===== src/rtl/wshb_if.sv =====
// Wishbone B4 classic bus bundle; the initiator drives the master modport.
interface wshb_if #(
  parameter int DATA_BYTES = 4
) ();
  logic [31:0]             adr;
  logic [8*DATA_BYTES-1:0] dat_ms;
  logic [8*DATA_BYTES-1:0] dat_sm;
  logic [DATA_BYTES-1:0]   sel;
  logic [2:0]              cti;
  logic [1:0]              bte;
  logic                    cyc;
  logic                    stb;
  logic                    we;
  logic                    ack;
  logic                    err;
  logic                    rty;

  modport master (
    output adr, dat_ms, sel, cti, bte, cyc, stb, we,
    input  dat_sm, ack, err, rty
  );

  modport slave (
    input  adr, dat_ms, sel, cti, bte, cyc, stb, we,
    output dat_sm, ack, err, rty
  );
endinterface


===== src/rtl/wshb_frame_reader.sv =====
// Raster-order frame buffer reader: Wishbone classic reads into a FWFT prefetch FIFO.
// A word acked at edge N is on pix_valid after N; requests stall while the FIFO is full.
module wshb_frame_reader #(
  parameter int          HDISP      = 800,
  parameter int          VDISP      = 480,
  parameter logic [31:0] BASE_ADDR  = 32'h0,
  parameter int          FIFO_DEPTH = 16
) (
  input  logic        sys_clk,
  input  logic        sys_rst,
  wshb_if.master      wshb_ifm,
  input  logic        enable,
  output logic [31:0] pix_data,
  output logic        pix_sof,
  output logic        pix_valid,
  input  logic        pix_ready,
  output logic        busy,
  output logic        bus_err
);
  localparam int            NPIX     = HDISP * VDISP;
  localparam int            IW       = $clog2(NPIX + 1);
  localparam int            AW       = $clog2(FIFO_DEPTH);
  localparam logic [IW-1:0] LAST_IDX = IW'(NPIX - 1);

  typedef enum logic [1:0] {IDLE, FETCH, FLUSH} state_t;

  state_t        state;
  logic [IW-1:0] idx;
  logic [32:0]   fifo_mem [FIFO_DEPTH];
  logic [AW:0]   wr_ptr;
  logic [AW:0]   rd_ptr;
  logic          fifo_empty;
  logic          fifo_full;
  logic          req;
  logic          term;
  logic          pop;

  // Extra pointer bit distinguishes full from empty at equal addresses.
  assign fifo_empty = (wr_ptr == rd_ptr);
  assign fifo_full  = (wr_ptr[AW] != rd_ptr[AW]) && (wr_ptr[AW-1:0] == rd_ptr[AW-1:0]);
  assign req        = (state == FETCH) && !fifo_full;
  assign term       = req && (wshb_ifm.ack || wshb_ifm.err);
  assign pop        = pix_valid && pix_ready;

  assign wshb_ifm.cyc    = req;
  assign wshb_ifm.stb    = req;
  assign wshb_ifm.we     = 1'b0;
  assign wshb_ifm.sel    = '1;
  assign wshb_ifm.cti    = 3'b000;
  assign wshb_ifm.bte    = 2'b00;
  assign wshb_ifm.dat_ms = '0;
  assign wshb_ifm.adr    = BASE_ADDR + (32'(idx) << 2);

  assign pix_valid = !fifo_empty;
  assign pix_data  = fifo_empty ? 32'h0 : fifo_mem[rd_ptr[AW-1:0]][31:0];
  assign pix_sof   = fifo_empty ? 1'b0  : fifo_mem[rd_ptr[AW-1:0]][32];
  assign busy      = (state != IDLE);

  // An err response still occupies its pixel slot so the raster stays aligned.
  always_ff @(posedge sys_clk) begin
    if (term) begin
      fifo_mem[wr_ptr[AW-1:0]] <= {idx == '0, wshb_ifm.ack ? wshb_ifm.dat_sm[31:0] : 32'h0};
    end
  end

  always_ff @(posedge sys_clk) begin
    if (sys_rst) begin
      wr_ptr <= '0;
      rd_ptr <= '0;
    end else begin
      if (term) wr_ptr <= wr_ptr + 1'b1;
      if (pop)  rd_ptr <= rd_ptr + 1'b1;
    end
  end

  always_ff @(posedge sys_clk) begin
    if (sys_rst) begin
      state   <= IDLE;
      idx     <= '0;
      bus_err <= 1'b0;
    end else begin
      if (req && wshb_ifm.err && !wshb_ifm.ack) bus_err <= 1'b1;
      case (state)
        IDLE: begin
          if (enable) begin
            state <= FETCH;
            idx   <= '0;
          end
        end
        FETCH: begin
          if (term) begin
            if (idx == LAST_IDX) begin
              idx <= '0;
              if (!enable) state <= FLUSH;
            end else begin
              idx <= idx + 1'b1;
            end
          end
        end
        FLUSH: begin
          if (fifo_empty) state <= IDLE;
        end
        default: state <= IDLE;
      endcase
    end
  end

  always_ff @(posedge sys_clk) begin
    if (!sys_rst && req) begin
      assert ($onehot0({wshb_ifm.ack, wshb_ifm.err, wshb_ifm.rty}));
    end
  end
endmodule


===== src/flat_wrapper.sv =====
// flat-port wrapper written by rule: the top's interface ports become plain ports
module wshb_frame_reader_flat 
#(
  parameter int          HDISP      = 800,
  parameter int          VDISP      = 480,
  parameter logic [31:0] BASE_ADDR  = 32'h0,
  parameter int          FIFO_DEPTH = 16
)
  (sys_clk, sys_rst, enable, pix_data, pix_sof, pix_valid, pix_ready, busy, bus_err, wshb_ifm_adr, wshb_ifm_dat_ms, wshb_ifm_sel, wshb_ifm_cti, wshb_ifm_bte, wshb_ifm_cyc, wshb_ifm_stb, wshb_ifm_we, wshb_ifm_dat_sm, wshb_ifm_ack, wshb_ifm_err, wshb_ifm_rty);
  wshb_if #(.DATA_BYTES(4)) wshb_ifm_i ();
  input  logic sys_clk;
  input  logic sys_rst;
  input  logic enable;
  output logic [31:0] pix_data;
  output logic pix_sof;
  output logic pix_valid;
  input  logic pix_ready;
  output logic busy;
  output logic bus_err;
  output wire logic [$bits(wshb_ifm_i.adr)-1:0] wshb_ifm_adr;
  output wire logic [$bits(wshb_ifm_i.dat_ms)-1:0] wshb_ifm_dat_ms;
  output wire logic [$bits(wshb_ifm_i.sel)-1:0] wshb_ifm_sel;
  output wire logic [$bits(wshb_ifm_i.cti)-1:0] wshb_ifm_cti;
  output wire logic [$bits(wshb_ifm_i.bte)-1:0] wshb_ifm_bte;
  output wire logic [$bits(wshb_ifm_i.cyc)-1:0] wshb_ifm_cyc;
  output wire logic [$bits(wshb_ifm_i.stb)-1:0] wshb_ifm_stb;
  output wire logic [$bits(wshb_ifm_i.we)-1:0] wshb_ifm_we;
  input wire logic [$bits(wshb_ifm_i.dat_sm)-1:0] wshb_ifm_dat_sm;
  input wire logic [$bits(wshb_ifm_i.ack)-1:0] wshb_ifm_ack;
  input wire logic [$bits(wshb_ifm_i.err)-1:0] wshb_ifm_err;
  input wire logic [$bits(wshb_ifm_i.rty)-1:0] wshb_ifm_rty;
  assign wshb_ifm_adr = wshb_ifm_i.adr;
  assign wshb_ifm_dat_ms = wshb_ifm_i.dat_ms;
  assign wshb_ifm_sel = wshb_ifm_i.sel;
  assign wshb_ifm_cti = wshb_ifm_i.cti;
  assign wshb_ifm_bte = wshb_ifm_i.bte;
  assign wshb_ifm_cyc = wshb_ifm_i.cyc;
  assign wshb_ifm_stb = wshb_ifm_i.stb;
  assign wshb_ifm_we = wshb_ifm_i.we;
  assign wshb_ifm_i.dat_sm = wshb_ifm_dat_sm;
  assign wshb_ifm_i.ack = wshb_ifm_ack;
  assign wshb_ifm_i.err = wshb_ifm_err;
  assign wshb_ifm_i.rty = wshb_ifm_rty;
  wshb_frame_reader #(.HDISP(HDISP), .VDISP(VDISP), .BASE_ADDR(BASE_ADDR), .FIFO_DEPTH(FIFO_DEPTH)) u_core (.sys_clk(sys_clk), .sys_rst(sys_rst), .wshb_ifm(wshb_ifm_i), .enable(enable), .pix_data(pix_data), .pix_sof(pix_sof), .pix_valid(pix_valid), .pix_ready(pix_ready), .busy(busy), .bus_err(bus_err));
endmodule

===== config.mk =====
export PLATFORM = sky130hd
export DESIGN_NAME = wshb_frame_reader_flat
export DESIGN_NICKNAME = d
export VERILOG_FILES = /design/src/rtl/wshb_if.sv /design/src/rtl/wshb_frame_reader.sv /design/src/flat_wrapper.sv
export SDC_FILE = /design/constraint.sdc
export NUM_CORES = 1
export LEC_CHECK = 0
export ABC_AREA = 1
export CAP_MARGIN = 25
export CORE_MARGIN = 1.5
export CORE_UTILIZATION = 45
export CTS_BUF_LIST = sky130_fd_sc_hd__clkbuf_8
export CTS_CLUSTER_DIAMETER = 150
export DETAILED_ROUTE_END_ITERATION = 10
export PLACE_DENSITY = 0.73
export SLEW_MARGIN = 30
export SYNTH_ARGS = -nofsm -noshare
export SYNTH_HDL_FRONTEND = slang
export SYNTH_SLANG_ARGS = --single-unit

===== constraint.sdc =====
create_clock -name sys_clk -period 2.6 [get_ports sys_clk]
set_input_delay 0.26 -clock sys_clk [delete_from_list [all_inputs] [get_ports sys_clk]]
set_output_delay 0.26 -clock sys_clk [all_outputs]
set_load 0.005 [all_outputs]

### After elaboration in Yosys (flattened, before gate mapping)

Memory sizes are Yosys's and may differ from the RTL's. A register that Yosys moved wholly into a read port is not among the register bits.
Index checks and enable logic that the tools add are counted.

* register bits: 32
* bits in writable memories: 528
* logic and storage cells: 53
* memories kept: 1

* add/subtract/negate cells: 3
* eq/ne operators: 11
* mux-type cells: 17
* reduce and logical (&&, ||, !) cells: 16

Memories
* u_core.fifo_mem: words 16, width 33, read ports 1, clocked after memory_dff 1, write ports 1, RTL line wshb_frame_reader.sv:29 `logic [32:0] fifo_mem [FIFO_DEPTH];`

Operators by type and width (count)
* 2-to-1 mux 32 bit: 2
* 2-to-1 mux 19 bit: 3
* case mux 19 bit (2 select lines): 1
* adder 19 x 1 -> 19 bit (second input constant): 1
* == test 19 bit (second input constant): 1
* zero test 19 bit: 1
* adder 5 x 1 -> 5 bit (second input constant): 2
* 2-to-1 mux 2 bit: 5
* 2-to-1 mux 4 bit: 2
* logical AND 1 bit: 6
* != test 2 bit (second input constant): 3
* case mux 2 bit (3 select lines): 1
* == test 5 bit: 1
* AND reduction 5 bit: 1
* == test 4 bit: 1
* != test 2 x 1 -> 1 bit (second input constant): 2
* nonzero test 2 bit: 2
* zero test 1 bit: 3
* 2-to-1 mux 1 bit: 3
* AND reduction 3 bit: 1
* == test 2 x 1 -> 1 bit (second input constant): 1
* == test 2 bit (second input constant): 1
* zero test 2 bit: 1
* logical OR 1 bit: 1
* != test 1 bit: 1

### Logic depth before layout (Yosys ltp)

Gate-level depths: netlist of the first run.

* depth after elaboration: 7
* mapped depth: 12
* depth with buffers taken out: 12

### Worst setup path before layout of the first run

No wires, ideal clock.

* path type: register -> register
* start point: reg u_core.wr_ptr[0]
* end point: mem u_core.fifo_mem[11][0], enable pin
* arrival time: 2472 ps
* data required time: 2177 ps
* slack: -295 ps
* stages on the path, launching flop included: 10
* path buffers: 0
* cell sequence: dfxtp_1 > inv_1 > nand2_1 > nand2_1 > nor2_1 > nand3_2 > nand3_4 > inv_1 > nand2_1 > nor2_1

* cells in the longest elaborated chain, start to end: 7

RTL lines
* start: declaration: RTL line wshb_frame_reader.sv:30 `logic [AW:0] wr_ptr;`
* start signal: assignment: RTL line wshb_frame_reader.sv:71 `if (term) wr_ptr <= wr_ptr + 1'b1;`
* == test 4 bit: RTL line wshb_frame_reader.sv:40 `assign fifo_full = (wr_ptr[AW] != rd_ptr[AW]) && (wr_ptr[AW-1:0] == rd_ptr[AW-1:0]);`
* logical AND 1 bit: RTL line wshb_frame_reader.sv:40
* zero test 1 bit: RTL line wshb_frame_reader.sv:41 `assign req = (state == FETCH) && !fifo_full;`
* logical AND 1 bit: RTL line wshb_frame_reader.sv:41
* logical AND 1 bit: RTL line wshb_frame_reader.sv:42 `assign term = req && (wshb_ifm.ack || wshb_ifm.err);`
* 2-to-1 mux 1 bit: RTL line wshb_frame_reader.sv:61 `if (term) begin`
* 2-to-1 mux 1 bit: RTL line wshb_frame_reader.sv:62 `fifo_mem[wr_ptr[AW-1:0]] <= {idx == '0, wshb_ifm.ack ? wshb_ifm.dat_sm[31:0] : 32'h0};`
* end: declaration: RTL line wshb_frame_reader.sv:29

Several ways; a longest one is shown, not always the timed one.

==> impl_metrics.env, run 1 <==
export IMPL_crit_family="compound AO/OA/AOI/OAI gates"
export IMPL_place_detailed_hpwl_um=31150
export IMPL_htree_levels=3
export IMPL_drc=0
export IMPL_n_antenna_cell=0
export IMPL_core_area_sq_um=53600
export IMPL_slowest_delay_ps=440
export IMPL_cts_buffers=93
export IMPL_synth_largest_area_cell="edfxtp_1"
export IMPL_finalHoldViolations=0
export IMPL_dr_pass1_iters=6
export IMPL_finalSetupViolCount=16
export IMPL_seq_area_frac_synth_pct=68.19
export IMPL_arrival_ps=2450
export IMPL_ant_nets=0
export IMPL_whs_path_depth=7
export IMPL_cp_cell_sequence="clkbuf_16 -> buf_16 -> o21ai_0 -> a21oi_1 -> o21ai_2 -> a211oi_4 -> buf_2"
export IMPL_synth_cells=2152
export IMPL_r2r_cells=11
export IMPL_yosys_area_share_simple_pct=8.281
export IMPL_grt_first_pass_wirelength_um=96880
export IMPL_total_power_mw=22.80
export IMPL_ys_warnings_count=0
export IMPL_worstReg2RegStart="u_core.wr_ptr[0]"
export IMPL_clkTransAtPathRegs_ps=50
export IMPL_leakage_nw=11.54
export IMPL_hold_class="input pin to register"
export IMPL_pre_cts_slack_ps=37.62
export IMPL_antenna_found_initial=0
export IMPL_clk_path_buf_depth=3
export IMPL_routedWlPerCell_um=21.18
export IMPL_critPathMaxFanout=28
export IMPL_vias=17514
export IMPL_cp_buffers_inverters=3
export IMPL_first_global_vias=16898
export IMPL_cts_root_buffer="clkbuf_8"
export IMPL_synth_compound_area_share_pct=13.49
export IMPL_gp_congestion=0.8407
export IMPL_setup_slack_ps=-110.6
export IMPL_max_cap_violations=0
export IMPL_ir_drop_mv=0.3764
export IMPL_synth_xor_area_share_pct=0.3243
export IMPL_portBuffers=94
export IMPL_min_to="u_core.state[1]"
export IMPL_ios=151
export IMPL_crit_type="register to output pin"
export IMPL_violations="negative setup slack"
export IMPL_synth_avg_cell_area_sq_um=11.30
export IMPL_cts_tree="built"
export IMPL_start_kind="register"
export IMPL_via_per_inst=5.542
export IMPL_die_w_um=235.4
export IMPL_synth_area_leaders="edfxtp_1, inv_1, a21oi_1"
export IMPL_post_dp_cell_area_sq_um=26650
export IMPL_die_h_um=235.4
export IMPL_clock_fmax_mhz=368.9
export IMPL_area_growth_pct=26.39
export IMPL_synth_top_flop_cell="edfxtp_1"
export IMPL_synth_area_mux_share_pct=0
export IMPL_final_area_sq_um=30720
export IMPL_grt_overflow=0
export IMPL_synthAdderAreaFrac_pct=0.3603
export IMPL_drive_above_1_share_pct=21.23
export IMPL_synth_cell_area_sq_um=24310
export IMPL_tightest_slew_ps=551.5
export IMPL_layout_nets=2439
export IMPL_slew_headroom_pct=63.15
export IMPL_rsz0062_at_grt="yes"
export IMPL_power_density_nw_per_um2=742.2
export IMPL_endpoint_kind="output pin"
export IMPL_synth_cell_types=36
export IMPL_rr_endpoint="u_core.fifo_mem[2][8]"
export IMPL_layout_common_cells="edfxtp_1, inv_1, nand2_1"
export IMPL_row_count=85
export IMPL_grtUsageTotal_pct=22.85
export IMPL_reg2reg_slack_ps=360
export IMPL_period_needed_ps=2711
export IMPL_cpMaxStageDelayCell="dfxtp_4"
export IMPL_die_area_sq_um=55420
export IMPL_drt_first_iter_violations=1931
export IMPL_clk_insertion_delay_late_ps=660
export IMPL_async_reset_ff_share_pct=0
export IMPL_fillers=4060
export IMPL_synth_edf_count=528
export IMPL_totalWireLength_um=66930
export IMPL_final_common_cell="edfxtp_1"
export IMPL_clock_skew_ps=31.39
export IMPL_synth_top_family_by_area="compound AO/OA/AOI/OAI gates"
export IMPL_synth_seq_cells=564
export IMPL_maxSlewViolCount=0
export IMPL_grt_max_degree=49
export IMPL_start_util_pct=45.35
export IMPL_min_period_over_period_pct=104.3
export IMPL_status="finished with violations"
export IMPL_cts_sinks=564
export IMPL_required_ps=2340
export IMPL_synth_top_area_share_pct=65.22
export IMPL_worstHoldStart="wshb_ifm_ack"
metal layers:
metal / vias up / GRT usage, % / routed length, um
met5: - / 0 / 0
met4: 0 / 9.912 / 2295
met3: 158 / 3.436 / 6129
met2: 977 / 38.18 / 33250
met1: 8498 / 29.75 / 25260
li1: 7881 / - / -
cell usage after synthesis (8+ instances only):
cell type,count
buf_1,17
o21ai_0,203
a211oi_1,33
nand3_1,111
o22ai_1,12
dfxtp_1,36
edfxtp_1,528
nand2_2,9
nand2_1,255
nor2_1,61
nand4_1,11
buf_2,41
a21oi_1,230
buf_4,63
xor2_1,8
o211ai_1,87
inv_1,341
a21oi_2,8
clkbuf_1,54
per-stage QoR:
stage	hold slack, ps	util [%]	setup TNS (ps)	instances
after floorplan	407.1	-	-150460	2205
after global placement	453.8	49.72	0	2901
after detailed placement	465.8	49.72	0	2901
after CTS	124.8	55.75	-1773	3133
after global routing	243.4	57.32	-3216	3160
final	182.1	57.32	-609.5	3160
how the worst max path moves through the flow:
stage,end,depth (start not counted)
2_1_floorplan,u_core.fifo_mem[11][0],9
3_3_place_gp,pix_sof,7
3_5_place_dp,pix_sof,7
4_1_cts,pix_data[27],8
5_1_grt,pix_data[13],10
6_report,pix_data[7],7
registers in the layout (all words and copies together), names as in the netlist, named ones only:
signal           flops
u_core.bus_err       1
u_core.fifo_mem    528
u_core.idx          19
u_core.rd_ptr        5
u_core.state         2
u_core.wr_ptr        5
worst reg2reg max path: cells and delay by family, from the launching register on:
family	cells	cell delay, ps
buffers and inverters	4	560
flip-flops	1	360
AND/OR/NAND/NOR	7	1010
layout make-up:
| cell class | count | area (sq um) | share of cell area, % |
|---|---|---|---|
| clock buffer | 96 | 1321 | 4.300 |
| clock inverter | 70 | 342.8 | 1.116 |
| inverter | 344 | 1306 | 4.251 |
| multi-input combinational | 1120 | 6502 | 21.16 |
| sequential | 564 | 16610 | 54.07 |
| tap | 696 | 870.8 | 2.834 |
| timing repair buffer | 270 | 3769 | 12.27 |
cell families (layout without fill, tap and decap cells):
group / count (synthesis) / after routing
xor+xnor: 9 / 9
simple gates: 466 / 466
other cells: 2 / 55
buf+inv: 521 / 780
flops: 564 / 564
compound gates: 583 / 583
fa+ha+maj: 7 / 7
repair_timing:
action                                  in CTS  in global routing
gates cloned                                27                 15
hold buffers                                 0                  0
buffers inserted                            48                 15
pin swaps                                   52                 59
endpoints found under the setup margin      35                 34
gates resized for setup                    326                168
power by group:
group | total (mW) | internal, mW | switching, mW
Sequential | 10.1 | 10.0 | 0.0746
Combinational | 5.57 | 2.63 | 2.94
Clock | 7.11 | 3.61 | 3.50
Total | 22.8 | 16.3 | 6.52
No activity file was read; power rests on OpenSTA's default activity.
==> run 2, diff against run 1 <==
CORE_MARGIN = 3   (was 1.5)
SLEW_MARGIN = 20   (was 30)
==> impl_metrics.env, run 2 (synthesis gave the netlist of run 1 again) <==
export IMPL_seq_power_share_pct=44.9
export IMPL_clk_insertion_delay_late_ps=670
export IMPL_max_cap_violations=0
export IMPL_via_per_inst=5.550
export IMPL_reg2reg_slack_ps=340
export IMPL_die_area_sq_um=56850
export IMPL_layout_common_cells="edfxtp_1, inv_1, nand2_1"
export IMPL_row_count=84
export IMPL_crit_family="buffers and inverters"
export IMPL_required_ps=2340
export IMPL_dp_cells=2891
export IMPL_grt_max_degree=54
export IMPL_min_to="u_core.state[0]"
export IMPL_antenna_found_initial=0
export IMPL_drt_first_iter_violations=1635
export IMPL_start_kind="register"
export IMPL_setup_slack_ps=-127.5
export IMPL_routedWlPerCell_um=20.70
export IMPL_p_int_mw=16.14
export IMPL_cpMaxStageDelayCell="dfxtp_4"
export IMPL_core_area_sq_um=52970
export IMPL_htree_levels=3
export IMPL_critPathMaxFanout=7
export IMPL_cts_hold_buf=0
export IMPL_final_area_sq_um=30320
export IMPL_ir_drop_mv=0.3410
export IMPL_wl_met2_um=32110
export IMPL_power_density_nw_per_um2=742.4
export IMPL_cp_cell_sequence="buf_12 -> buf_12 -> buf_8 -> buf_8 -> a21oi_2 -> o21ai_1 -> nand3_1 -> a21oi_2 -> a211oi_2 -> buf_6"
export IMPL_worstReg2RegStart="u_core.wr_ptr[0]"
export IMPL_ios=151
export IMPL_power_switching_mw=6.370
export IMPL_portBuffers=94
export IMPL_die_w_um=238.4
export IMPL_total_power_mw=22.51
export IMPL_min_period_over_period_pct=104.9
export IMPL_layout_nets=2426
export IMPL_clk_path_buf_depth=3
export IMPL_ant_nets=0
export IMPL_die_h_um=238.4
export IMPL_maxSlewViolCount=0
export IMPL_first_global_vias=17149
export IMPL_power_frac_clock_pct=31.7
export IMPL_crit_type="register to output pin"
export IMPL_finalSetupViolCount=17
export IMPL_endpoint_kind="output pin"
export IMPL_grt_first_pass_wirelength_um=96320
export IMPL_rr_endpoint="u_core.fifo_mem[0][9]"
export IMPL_fillers=3988
export IMPL_clkTransAtPathRegs_ps=50
export IMPL_dr_pass1_iters=5
export IMPL_n_antenna_cell=0
export IMPL_place_detailed_hpwl_um=31980
export IMPL_rsz0062_at_grt="yes"
export IMPL_drc=0
export IMPL_cts_root_buffer="clkbuf_8"
export IMPL_totalWireLength_um=65070
export IMPL_grt_overflow=0
export IMPL_area_growth_pct=24.72
export IMPL_cts_sinks=564
export IMPL_pre_cts_slack_ps=-3.279
export IMPL_clock_fmax_mhz=366.6
export IMPL_start_util_pct=45.89
export IMPL_tightest_slew_ps=537.9
export IMPL_drive_above_1_share_pct=21.06
export IMPL_post_dp_cell_area_sq_um=26520
export IMPL_slew_headroom_pct=64.06
export IMPL_instances_no_fill=3143
export IMPL_status="finished with violations"
export IMPL_cp_buffers_inverters=5
export IMPL_worstHoldStart="enable"
export IMPL_cts_tree="built"
export IMPL_wl_met3_um=5657
export IMPL_finalHoldViolations=0
export IMPL_whs_path_depth=3
export IMPL_clock_skew_ps=29.42
export IMPL_violations="negative setup slack"
export IMPL_grtUsageTotal_pct=22.05
export IMPL_period_needed_ps=2727
export IMPL_final_common_cell="edfxtp_1"
export IMPL_r2r_cells=11
export IMPL_slowest_delay_ps=350
export IMPL_arrival_ps=2470
export IMPL_gp_congestion=0.8843
export IMPL_largest_reg_flops=528
export IMPL_p_comb_share_pct=23.4
export IMPL_cts_buffers=91
export IMPL_wl_met1_um=24690
export IMPL_vias=17443
export IMPL_leakage_nw=11.36
export IMPL_highest_layer="met4"
export IMPL_switching_share_pct=28.30
export IMPL_hold_class="input pin to register"
run 2: stage by stage:
stage | hold WS [ps] | setup TNS (ps) | utilization (%)
after detailed placement | 463.9 | -3.279 | 50.07
after CTS | 199.0 | -1703 | 56.28
after global placement | 455.4 | 0 | 50.07
after floorplan | 407.1 | -150460 | -
after global routing | 244.6 | -3327 | 57.24
final | 279.9 | -860.1 | 57.24
run 2: metal layers:
metal  track usage (%)  vias to the layer above
met2             36.81                      944
met1             28.05                     8441
met4             10.52                        0
met5                 0                        -
li1                  -                     7868
met3             3.988                      190
run 2: worst max path at each step:
stage	to	slack (ps)	cells after the start
2_1_floorplan	u_core.fifo_mem[11][0]	-300	9
3_3_place_gp	pix_data[31]	20	7
3_5_place_dp	pix_data[30]	-3	6
4_1_cts	pix_data[24]	-130	10
5_1_grt	pix_data[26]	-210	10
6_report	pix_data[20]	-130	10
run 2: power by group through the flow:
| stage | sequential [mW] | clock, mW | combinational [mW] |
|---|---|---|---|
| floorplan | 10.3 | 0 | 2.12 |
| global placement | 10.3 | 0 | 3.26 |
| detailed placement | 10.3 | 0 | 3.37 |
| CTS | 10.1 | 7.22 | 4.78 |
| global route | 10.1 | 7.68 | 5.62 |
| finish | 10.1 | 7.13 | 5.27 |
run 2: tightest hold or removal path: cells and delay by family:
family          cells  cell delay (ps)
compound gates      1               60
buf+inv             1              480
simple gates        1              100
run 2: what timing repair did:
| action | CTS | global route |
|---|---|---|
| gates cloned | 26 | 8 |
| hold endpoints to repair | 0 | 0 |
| pin swaps | 90 | 42 |
| setup endpoints to repair | 35 | 34 |
| gates resized for setup | 372 | 100 |
| setup buffers | 47 | 12 |
run 2: cell type report:
class	instances	area (sq um)	share of cell area, %
Clock buffer	93	1280	4.222
Inverter	344	1301	4.292
Timing Repair Buffer	259	3430	11.31
Sequential cell	564	16610	54.79
Clock inverter	75	406.6	1.341
Tap cell	688	860.8	2.839
Multi-Input combinational cell	1120	6429	21.20
